File: src/rtl/io_device_ctrl.sv
// io_device_ctrl: peripheral side of the DIR/DOR/SR/CR I/O port.
// Input path captures board words and flags them ready until the CPU acks;
// output path holds each DOR word on the display for HOLD_CYCLES cycles.
// Optional build macro IO_IN_FIFO_EN replaces the single input register
// with a FIFO_DEPTH-entry FIFO.
//
// Handshake semantics: dev_in_strobe, in_ack, dor_write and err_clr are
// single-cycle pulses sampled on the rising clock edge; is_ready_1 and
// is_ready_2 are level status flags reflecting registered state, so a
// pulse takes effect on the edge it is sampled and is visible one cycle later.
module io_device_ctrl #(
  parameter int DATA_W      = 32,
  parameter int HOLD_CYCLES = 8,
  parameter int FIFO_DEPTH  = 4
) (
  input  logic              clk,
  input  logic              rst,
  input  logic [DATA_W-1:0] dev_in_data,
  input  logic              dev_in_strobe,
  input  logic              in_ack,
  output logic              is_ready_1,
  output logic [DATA_W-1:0] data_input,
  input  logic              dor_write,
  input  logic [DATA_W-1:0] data_output,
  output logic              is_ready_2,
  output logic [DATA_W-1:0] disp_data,
  output logic              disp_busy,
  input  logic              err_clr,
  output logic              in_overrun,
  output logic              out_drop
);

  localparam logic [7:0] HOLD_INIT = 8'(HOLD_CYCLES - 1);

  logic overrun_evt;
  logic drop_evt;

`ifdef IO_IN_FIFO_EN
  // ---------------- input path: FIFO ----------------
  localparam int AW = $clog2(FIFO_DEPTH);
  localparam logic [AW:0] DEPTH_L = (AW+1)'(FIFO_DEPTH);
  localparam logic [AW:0] ONE_L   = (AW+1)'(1);

  logic [DATA_W-1:0] mem [FIFO_DEPTH];
  logic [AW:0]       wptr, rptr, rptr_p1, fill;
  logic              fifo_empty, fifo_full, push, pop;

  assign fill        = wptr - rptr;
  assign rptr_p1     = rptr + ONE_L;
  assign fifo_empty  = (wptr == rptr);
  assign fifo_full   = (fill == DEPTH_L);
  // When full, a push is only allowed if the same edge pops an entry.
  assign pop         = in_ack && !fifo_empty;
  assign push        = dev_in_strobe && (!fifo_full || in_ack);
  assign overrun_evt = dev_in_strobe && fifo_full && !in_ack;
  assign is_ready_1  = !fifo_empty;

  // Storage array; contents are don't-care until written, so no reset.
  always_ff @(posedge clk) begin
    if (push) mem[wptr[AW-1:0]] <= dev_in_data;
  end

  // Pointers and the registered head word presented on data_input.
  always_ff @(posedge clk or posedge rst) begin
    if (rst) begin
      wptr       <= '0;
      rptr       <= '0;
      data_input <= '0;
    end else begin
      if (push) wptr <= wptr + ONE_L;
      if (pop)  rptr <= rptr_p1;
      if (push && fifo_empty) begin
        data_input <= dev_in_data;
      end else if (pop) begin
        // With a single entry left, the next head is whatever is pushed now.
        if (fill == ONE_L) begin
          if (push) data_input <= dev_in_data;
        end else begin
          data_input <= mem[rptr_p1[AW-1:0]];
        end
      end
    end
  end
`else
  // ---------------- input path: single register ----------------
  typedef enum logic {IN_EMPTY, IN_FULL} in_state_t;
  in_state_t         in_state, in_state_nxt;
  logic [DATA_W-1:0] data_input_nxt;

  // Input FSM state and data register.
  always_ff @(posedge clk or posedge rst) begin
    if (rst) begin
      in_state   <= IN_EMPTY;
      data_input <= '0;
    end else begin
      in_state   <= in_state_nxt;
      data_input <= data_input_nxt;
    end
  end

  // Input FSM next state: ack+strobe together reloads and stays full.
  always_comb begin
    in_state_nxt   = in_state;
    data_input_nxt = data_input;
    overrun_evt    = 1'b0;
    case (in_state)
      IN_EMPTY: begin
        if (dev_in_strobe) begin
          data_input_nxt = dev_in_data;
          in_state_nxt   = IN_FULL;
        end
      end
      IN_FULL: begin
        if (dev_in_strobe && in_ack) begin
          data_input_nxt = dev_in_data;
        end else if (in_ack) begin
          in_state_nxt = IN_EMPTY;
        end else if (dev_in_strobe) begin
          overrun_evt = 1'b1;
        end
      end
      default: in_state_nxt = IN_EMPTY;
    endcase
  end

  assign is_ready_1 = (in_state == IN_FULL);
`endif

  // ---------------- output path ----------------
  typedef enum logic {OUT_IDLE, OUT_HOLD} out_state_t;
  out_state_t        out_state, out_state_nxt;
  logic [7:0]        hold_cnt, hold_cnt_nxt;
  logic [DATA_W-1:0] disp_data_nxt;

  // Output FSM state, hold counter and display register.
  always_ff @(posedge clk or posedge rst) begin
    if (rst) begin
      out_state <= OUT_IDLE;
      hold_cnt  <= '0;
      disp_data <= '0;
    end else begin
      out_state <= out_state_nxt;
      hold_cnt  <= hold_cnt_nxt;
      disp_data <= disp_data_nxt;
    end
  end

  // Output FSM next state: counter loaded with HOLD_CYCLES-1 so busy lasts HOLD_CYCLES.
  always_comb begin
    out_state_nxt = out_state;
    hold_cnt_nxt  = hold_cnt;
    disp_data_nxt = disp_data;
    drop_evt      = 1'b0;
    case (out_state)
      OUT_IDLE: begin
        if (dor_write) begin
          disp_data_nxt = data_output;
          hold_cnt_nxt  = HOLD_INIT;
          out_state_nxt = OUT_HOLD;
        end
      end
      OUT_HOLD: begin
        drop_evt = dor_write;
        if (hold_cnt == 8'd0) begin
          out_state_nxt = OUT_IDLE;
        end else begin
          hold_cnt_nxt = hold_cnt - 8'd1;
        end
      end
      default: out_state_nxt = OUT_IDLE;
    endcase
  end

  assign is_ready_2 = (out_state == OUT_IDLE);
  assign disp_busy  = (out_state == OUT_HOLD);

  // Sticky error flags; a new error in the clearing cycle wins.
  always_ff @(posedge clk or posedge rst) begin
    if (rst) begin
      in_overrun <= 1'b0;
      out_drop   <= 1'b0;
    end else begin
      if (overrun_evt)  in_overrun <= 1'b1;
      else if (err_clr) in_overrun <= 1'b0;
      if (drop_evt)     out_drop   <= 1'b1;
      else if (err_clr) out_drop   <= 1'b0;
    end
  end

endmodule

File: config.mk
export PLATFORM = sky130hd
export DESIGN_NAME = io_device_ctrl
export DESIGN_NICKNAME = d
export VERILOG_FILES = /design/src/rtl/io_device_ctrl.sv
export SDC_FILE = /design/constraint.sdc
export NUM_CORES = 1
export LEC_CHECK = 0
export BUFFER_PORTS_ARGS = -buffer_cell sky130_fd_sc_hd__clkbuf_2
export CAP_MARGIN = 20
export CORE_MARGIN = 2
export CORE_UTILIZATION = 48
export CTS_BUF_LIST = sky130_fd_sc_hd__clkbuf_8
export DETAILED_ROUTE_END_ITERATION = 10
export HOLD_SLACK_MARGIN = 0.02
export PLACE_DENSITY_LB_ADDON = 0.1
export SYNTH_ARGS = -nofsm -noshare
export SYNTH_HDL_FRONTEND = slang
export SYNTH_SLANG_ARGS = --single-unit
File: constraint.sdc
create_clock -name clk -period 2.3 [get_ports clk]
set_input_delay 0.115 -clock clk [delete_from_list [all_inputs] [get_ports clk]]
set_output_delay 0.115 -clock clk [all_outputs]
set_load 0.1 [all_outputs]
Word level (Yosys, flattened, before mapping). Cells that the tools add are included.

Register bits: 76. Input port bits: 70. Word-level logic and storage cells: 41.

Add/subtract/negate cells: 1. Equality and inequality tests: 4. Multiplexer cells: 20. Bitwise logic cells: 2. Reduce and logical (&&, ||, !) cells: 7.

Operators with widths (count): $mux 32 (2); $pmux 32 s2 (1); $mux 8 (2); $pmux 8 s2 (1); $mux 1 (12); $logic_not 8->1 (1); $sub 8x1->8 const B (1); $ne 2x2->1 const B (3); $reduce_and 2->1 (3); $pmux 1 s2 (2); $reduce_bool 2->1 (2); $ne 2x1->1 const B (1); $not 1->1 (2); $logic_and 1x1->1 (1).

Depth between registers and ports, before layout. Gate-level depths: netlist of the first run.

Depth after elaboration: 5. Gate-level depth with buffers: 6.

Worst setup path before layout of the first run. Ideal clock, no wire load.

Path type: register -> register. Start point: reg out_state (netlist: disp_busy). End point: reg hold_cnt[3]. Library setup time: 79 ps. Data arrival time: 2129 ps. Data required time: 2221 ps. Setup slack: 92 ps. Stages on the path, launching flop included: 5. Clock period less this slack: 2208 ps. Cells stage by stage: dfrtp_1 buf_4 inv_1 a211oi_1 mux2i_1.

Word-level cells in the longest chain between the ends: 3.

RTL lines: start: declaration (line 131) `out_state_t out_state, out_state_nxt;`; start signal: assignment (line 142) `out_state <= out_state_nxt;`; $not 1->1 (no line) (*); named net is_ready_2 (line 25) `output logic is_ready_2,`; $ne 2x2->1 (no line); $reduce_and 2->1 (no line); end signal: assignment (line 143) `hold_cnt <= hold_cnt_nxt;`; end: declaration (line 132) `logic [7:0] hold_cnt, hold_cnt_nxt;`.

Mark *: on every way through the listed nets, which the timed path passes. The rest lies on a longest branch. A chain may end at the register's enable or synchronous reset.

Final worst setup path of the first run.
Start point: reg hold_cnt[0]. End point: reg hold_cnt[2].

Word-level cells in the longest chain between the ends: 3.

RTL lines (line): $sub 8x1->8 or $logic_not 8->1 (tied branches) (167, 164); $mux 8 or $ne 2x2->1 (tied branches); $pmux 8 s2 or $reduce_and 2->1 (tied branches).

Several ways; a longest one is shown, not always the timed one. The select of a mux whose other input is x is not followed.

==> results of run 1 <==
==> kinds of logic (layout without fill, tap and decap cells) <==
logic type      after synthesis  count (layout)  share of synthesized area (%)
compound gates               11              11                          2.762
fa+ha+maj                     2               2                         0.8243
buf+inv                      20             235                          2.762
flops                        76              76                          62.65
mux                          37              37                          13.52
simple gates                120             120                          17.48
==> critical path, stage by stage (launching register included) <==
cell and delay (ps):
dfrtp_1 410, inv_1 100, ha_1 190, nor3b_2 330, a211oi_1 130, a211o_2 310
==> state kept, by name, indices dropped and copies added (netlist names) <==
name,count
data_input,32
disp_busy,1
out_drop,1
disp_data,32
in_overrun,1
is_ready_1,1
hold_cnt,8
==> through the flow <==
stage	cells	setup slack [ps]	total power, µW	instance area (µm²)	hold WS [ps]
4_1_cts	555	726.0	6989	4674	20.02
5_1_grt	556	599.6	7273	4684	27.07
3_3_place_gp	474	789.4	5805	3821	209.9
2_1_floorplan	266	91.63	5229	3035	218.1
6_report	556	726.9	6964	4684	23.42
3_5_place_dp	474	742.5	5859	3821	221.1
==> report_power, final <==
group          internal (µW)  switching [µW]  total (µW)
logic                    676            3190        3870
registers               1750             307        2060
clock network            553             483        1040
total                   2980            3980        6960
==> cells in the mapped netlist, drive strengths merged (2+ instances only) <==
| cell type | instances | area (µm²) |
|---|---|---|
| a211oi | 3 | 27.52 |
| buf | 8 | 38.79 |
| clkbuf | 4 | 15.01 |
| dfrtp | 76 | 1902 |
| ha | 2 | 25.02 |
| inv | 8 | 30.03 |
| mux2 | 32 | 360.4 |
| mux2i | 5 | 50.05 |
| nand2 | 104 | 390.4 |
| nand2b | 5 | 31.28 |
| nor4 | 2 | 42.54 |
| o21ai | 2 | 10.01 |
| or4 | 2 | 20.02 |
==> cell type report <==
cell class / instances / area (µm²)
sequential: 76 / 1902
tap: 75 / 93.84
timing repair buffer: 211 / 1404
multi-input combinational: 170 / 1052
fill: 431 / 1341
clock inverter: 5 / 51.30
inverter: 8 / 30.03
clock buffer: 11 / 151.4
==> worst min-delay path by stage <==
stage / from / end / slack, ps / cells past startpoint
floorplan: dev_in_strobe / is_ready_1$_DFF_PP0_ / 220 / 2
global placement: rst / data_input[12]$_DFFE_PP0P_ / 210 / 2
detailed placement: rst / data_input[12]$_DFFE_PP0P_ / 220 / 2
CTS: dev_in_data[14] / data_input[14]$_DFFE_PP0P_ / 20 / 2
global route: dev_in_data[27] / data_input[27]$_DFFE_PP0P_ / 30 / 2
finish: dev_in_data[27] / data_input[27]$_DFFE_PP0P_ / 20 / 2
==> layer usage <==
metal  wire [µm]  track usage [%]
met3         381            4.649
met5           0                0
met2        4032            40.62
met4         232            11.44
met1        3153            29.65
==> key figures, run 1 <==
Clocking
  – Clk buf depth: 2
  – Num Clock Sinks: between 70 and 80
  – Post-CTS sizing: 0
  – CTS tree: yes
  – Worst-path clk slew: 80 ps
  – CTS buffer count: 9
  – CTS H-tree lvls: 3
  – Cts hold-fix bufs: 65
  – Setup Fix Bufs, Post-CTS: 0
  – Clk_lat worst skew: 340 ps
  – Root buf cell: clkbuf_8

Detailed routing
  – Post-DRT Antenna Nets: 0
  – Vias: 2621
  – # DRC: 0
  – Wire per inst: 14.03 µm
  – DRT Pass-1 Iters: 4
  – DRT iter0 DRCs: 86
  – Vias per cell: 4.714
  – Routed WL: just under 8 mm

Global routing
  – First-pass GRT wire length: 13.22 mm
  – Global-route usage over all layers: 23.99%
  – GRT overflow: 0
  – Number of global-route vias before repair: about 2700
  – Initial antenna violation count: 0
  – Pin count of the biggest net entering global routing: 34

Setup path
  – Worst r2r src: hold_cnt[0]$_DFFE_PP0P_
  – Setup CP Type: reg2reg
  – Crit path arrival time: roughly 1800 ps
  – Critical Path Source: hold_cnt[0]$_DFFE_PP0P_
  – Crit path launch type: flip-flop
  – Crit path to: hold_cnt[2]$_DFFE_PP0P_
  – Worst setup EP type: flip-flop
  – R2R cell count: 5
  – Reg-to-Reg End: hold_cnt[2]$_DFFE_PP0P_
  – Reg2Reg Setup Slack: 730 ps
  – Critical path data required time: 2530 ps
  – Worst-path maximum fanout: 5

Yosys
  – Post-synth EDFFs: 0
  – Sequential area share after synthesis: 62.65%
  – Post-Syn Area per Cell: 11.41 µm²
  – Most common flop cell mapped by yosys: dfrtp_1
  – Yosys warns: 0
  – Post-synth ARST share: 100.0%
  – Register bit total from synthesis: 76
  – Cells after Synth: 266
  – Synthesized area: 3035 µm²
  – Synth cell types: 30
  – Syn nets: 338

Floorplan
  – Die Y-Extent: 83.52 µm
  – Starting density of the core: 50.37%
  – Die X: 83.52 µm
  – Die Area: between 6000 and 7000 µm²
  – Num ports: 139
  – Core area: approximately 6000 µm²
  – Standard-cell rows: 28

Timing
  – RSZ-0062 raised after global routing: no
  – Final Skew: 7.559 ps
  – Hold Vio Cnt, Final: 0
  – Final min period: roughly 1600 ps
  – Max Clk Rate: 635.7 MHz
  – Worst slew margin: 59.22%
  – Setup TNS: 0 ps
  – Fin crit share: 68.40%
  – Tightest Pin Transition: ~610 ps
  – Final setup vio count: 0
  – Max-slew violation count: 0

Finish
  – Number of antenna repair diodes: 0
  – Share of cells above drive strength 1: between 40 and 50%
  – Utilization after layout: 77.74%
  – Most common cell after layout, fill and taps aside: clkbuf_2
  – Nets@finish: 548
  – Most frequent cells in the layout: clkbuf_2 (138), nand2_1 (104), dfrtp_1 (76), dlygate4sd3_1 (66), mux2_2 (32)
  – Area delta synth->final: 54.33%

Placement
  – DP HPWL: 4.943 mm
  – Placer Congestion: between 0.8 and 0.9
  – Buffers on Ports: 138

Hold path
  – Min-delay worst type: in2reg

Pwr
  – Power Density: roughly 1500 nW/µm²
  – Peak supply drop: between 0.001 and 0.0015 V
  – P_leak: 0.002470 µW

Status
  – Status: complete, no violations

Job
  – Maxcap violations: 0
Power figures use the tool's default switching activity.
==> run 2: changes to the inputs <==
CORE_UTILIZATION = 44   (was 48)
clock period = 1.31 ns   (was 2.3 ns; I/O delays follow)
==> key figures, run 2 (synthesis gave the netlist of run 1 again) <==
Status
  – Status: finished, violations left
  – Failing checks: setup timing

Pwr
  – P_leak: around 0.0028 µW
  – Power Density: about 2500 nW/µm²
  – Peak supply drop: between 0.0015 and 0.002 V
  – P_int: a little under 6000 µW
  – Total net switching power: between 7000 and 8000 µW
  – Total power: 13290 µW
  – Seq pwr share: 27.1%
  – Clk pwr share: 14.6%
  – Comb pwr share: between 50% and 60%
  – Sw Share: 55.13%

Setup path
  – CP Cell Sequence: inv_2, ha_4, nor3b_4, buf_6, buf_6, a211oi_2, mux2i_1
  – CP max-delay cell: dfrtp_1
  – Worst-path maximum fanout: 4
  – Critical path data required time: 1570 ps
  – Crit path launch type: flip-flop
  – Crit-path leading delay family: flip-flops
  – Setup CP Type: reg2reg
  – Most used cell, CP: buf_6
  – Buf+Inv Stages, Crit Path: 3
  – Crit path arrival time: 1770 ps
  – Worst setup EP type: flip-flop
  – Worst stage delay on the critical path: approximately 420 ps

Clocking
  – CTS buffer count: 9
  – Num Clock Sinks: 76
  – Root buf cell: clkbuf_8
  – Clk buf depth: 2
  – Worst-path clk slew: 80 ps
  – CTS tree: yes
  – CTS H-tree lvls: 3
  – Clk_lat worst skew: 350 ps

Detailed routing
  – DRT Pass-1 Iters: 4
  – Routed WL: 9.083 mm
  – DRT iter0 DRCs: 112
  – Vias: between 2000 and 3000
  – Post-DRT Antenna Nets: 0
  – Wire per inst: 15.29 µm
  – Vias per cell: around 4.8
  – # DRC: 0

Timing
  – Tightest Pin Transition: 569.1 ps
  – Hold Vio Cnt, Final: 0
  – Final setup vio count: 9
  – Fin crit share: 115.3%
  – Max Clk Rate: 662.2 MHz
  – Final Skew: 10.19 ps
  – Final min period: approximately 1500 ps
  – Worst slew margin: 62.22%
  – Max-slew violation count: 0
  – Final WS setup: -200.1 ps
  – RSZ-0062 raised after global routing: yes

Global routing
  – Pin count of the biggest net entering global routing: 77
  – Top Usage Layer GRT: met2
  – GRT overflow: 0
  – Global-route usage over all layers: a little under a quarter
  – GRT met3 Usage: 4.171%
  – Met2 Use GR: about two fifths
  – Number of global-route vias before repair: slightly below 3000
  – Met1 GRT Util: 29.37%
  – First-pass GRT wire length: roughly 14 mm
  – Initial antenna violation count: 0

Finish
  – Post-route cell area: 5294 µm²
  – Most common cell after layout, fill and taps aside: clkbuf_2
  – FF+latch area: 1911 µm²
  – Layout fillers: 416
  – Number of antenna repair diodes: 0
  – Most frequent cells in the layout: clkbuf_2 (134), nand2_1 (102), dfrtp_1 (73), dlygate4sd3_1 (69), mux2_4 (30)
  – Share of cells above drive strength 1: 48.83%
  – Area of the multi-input gates: 1246 µm²
  – Area delta synth->final: 74.40%
  – Non-Filler Instances: 594
  – Nets@finish: between 500 and 600
  – Regs by FF count: data_input: 32 flops, disp_data: 32 flops, hold_cnt: 8 flops

Placement
  – Pre-CTS setup slack: -175.3 ps
  – Buffers on Ports: between 100 and 150
  – Post-DP Area: around 4200 µm²
  – DP HPWL: 5.084 mm
  – Placer Congestion: 0.7227
  – Placed Cells: slightly below 500

Floorplan
  – Core area: 6719 µm²
  – Die Y-Extent: 87.06 µm
  – Die X: slightly below 90 µm
  – Die Area: 7579 µm²
  – Standard-cell rows: 30
  – Starting density of the core: a little under half
  – Num ports: 139

Job
  – Maxcap violations: 0

Hold path
  – Min-delay worst type: in2async
[run 2: cell count changes in the layout (fill, tap and decap cells not counted), moves of 4 or more]
cell and change:
mux2_2 -30, mux2_4 +30, buf_4 +19, buf_6 +7, buf_12 +6, clkbuf_2 -4
[run 2: path summary, 6_finish.rpt]
path,startpoint,end,slack [ps],depth (start not counted)
worst max register to register,hold_cnt[0]$_DFFE_PP0P_,hold_cnt[5]$_DFFE_PP0P_,-200,7
max in group asynchronous,rst,disp_busy$_DFF_PP0_,580,4
worst max-delay path,hold_cnt[0]$_DFFE_PP0P_,hold_cnt[5]$_DFFE_PP0P_,-200,7
min in group clk,data_output[31],disp_data[31]$_DFFE_PP0P_,460,4
worst min register to register,disp_data[17]$_DFFE_PP0P_,disp_data[17]$_DFFE_PP0P_,470,2
worst min-delay path,rst,disp_data[3]$_DFFE_PP0P_,390,4
[run 2: power groups by stage]
stage                     Combinational [µW]  Sequential [µW]  Clock [µW]
final                                   7740             3610        1940
after global routing                    8070             3700        2080
after CTS                               7520             3570        1970
after detailed placement                7200             3620           0
after global placement                  7140             3580           0
after floorplan                         1330             8060           0
[run 2: repair_timing]
item	4_1_cts	5_1_grt
endpoints found under the hold margin	143	0
hold buffers	69	0
endpoints found under the setup margin	10	41
buffers inserted	6	8
gates resized for setup	6	12
gates cloned	0	2
pin swaps	6	6
[run 2: layout make-up]
type / count / area share [%]
clock buffer: 9 / 2.340
tap: 80 / 1.891
clock inverter: 7 / 1.702
sequential: 76 / 36.09
multi-input combinational: 170 / 23.54
timing repair buffer: 244 / 33.73
inverter: 8 / 0.7091
[run 2: metrics by stage]
stage          TNS (ps)  utilization [%]  hold WS (ps)
5_1_grt           -1762            78.79         434.7
4_1_cts          -737.2            76.91         382.1
3_3_place_gp     -628.8            62.44         205.0
3_5_place_dp     -975.4            62.44         204.3
6_report          -1181            78.79         393.8
2_1_floorplan     -7132                -         168.6
[run 2: worst reg2reg max path, delay by kind of cell, from the launching register on]
kind | cells | cell delay, ps
AO/OA/AOI/OAI | 1 | 200
adder cells (fa/ha/maj) | 1 | 160
buffers and inverters | 3 | 300
flip-flops | 1 | 420
multiplexers | 1 | 200
AND/OR/NAND/NOR | 1 | 160
[run 2: metal layers]
layer | up-vias | wire [µm]
met2 | 95 | 4643
met4 | 0 | 237
li1 | 1346 | -
met1 | 1359 | 3791
met5 | - | 0
met3 | 22 | 411
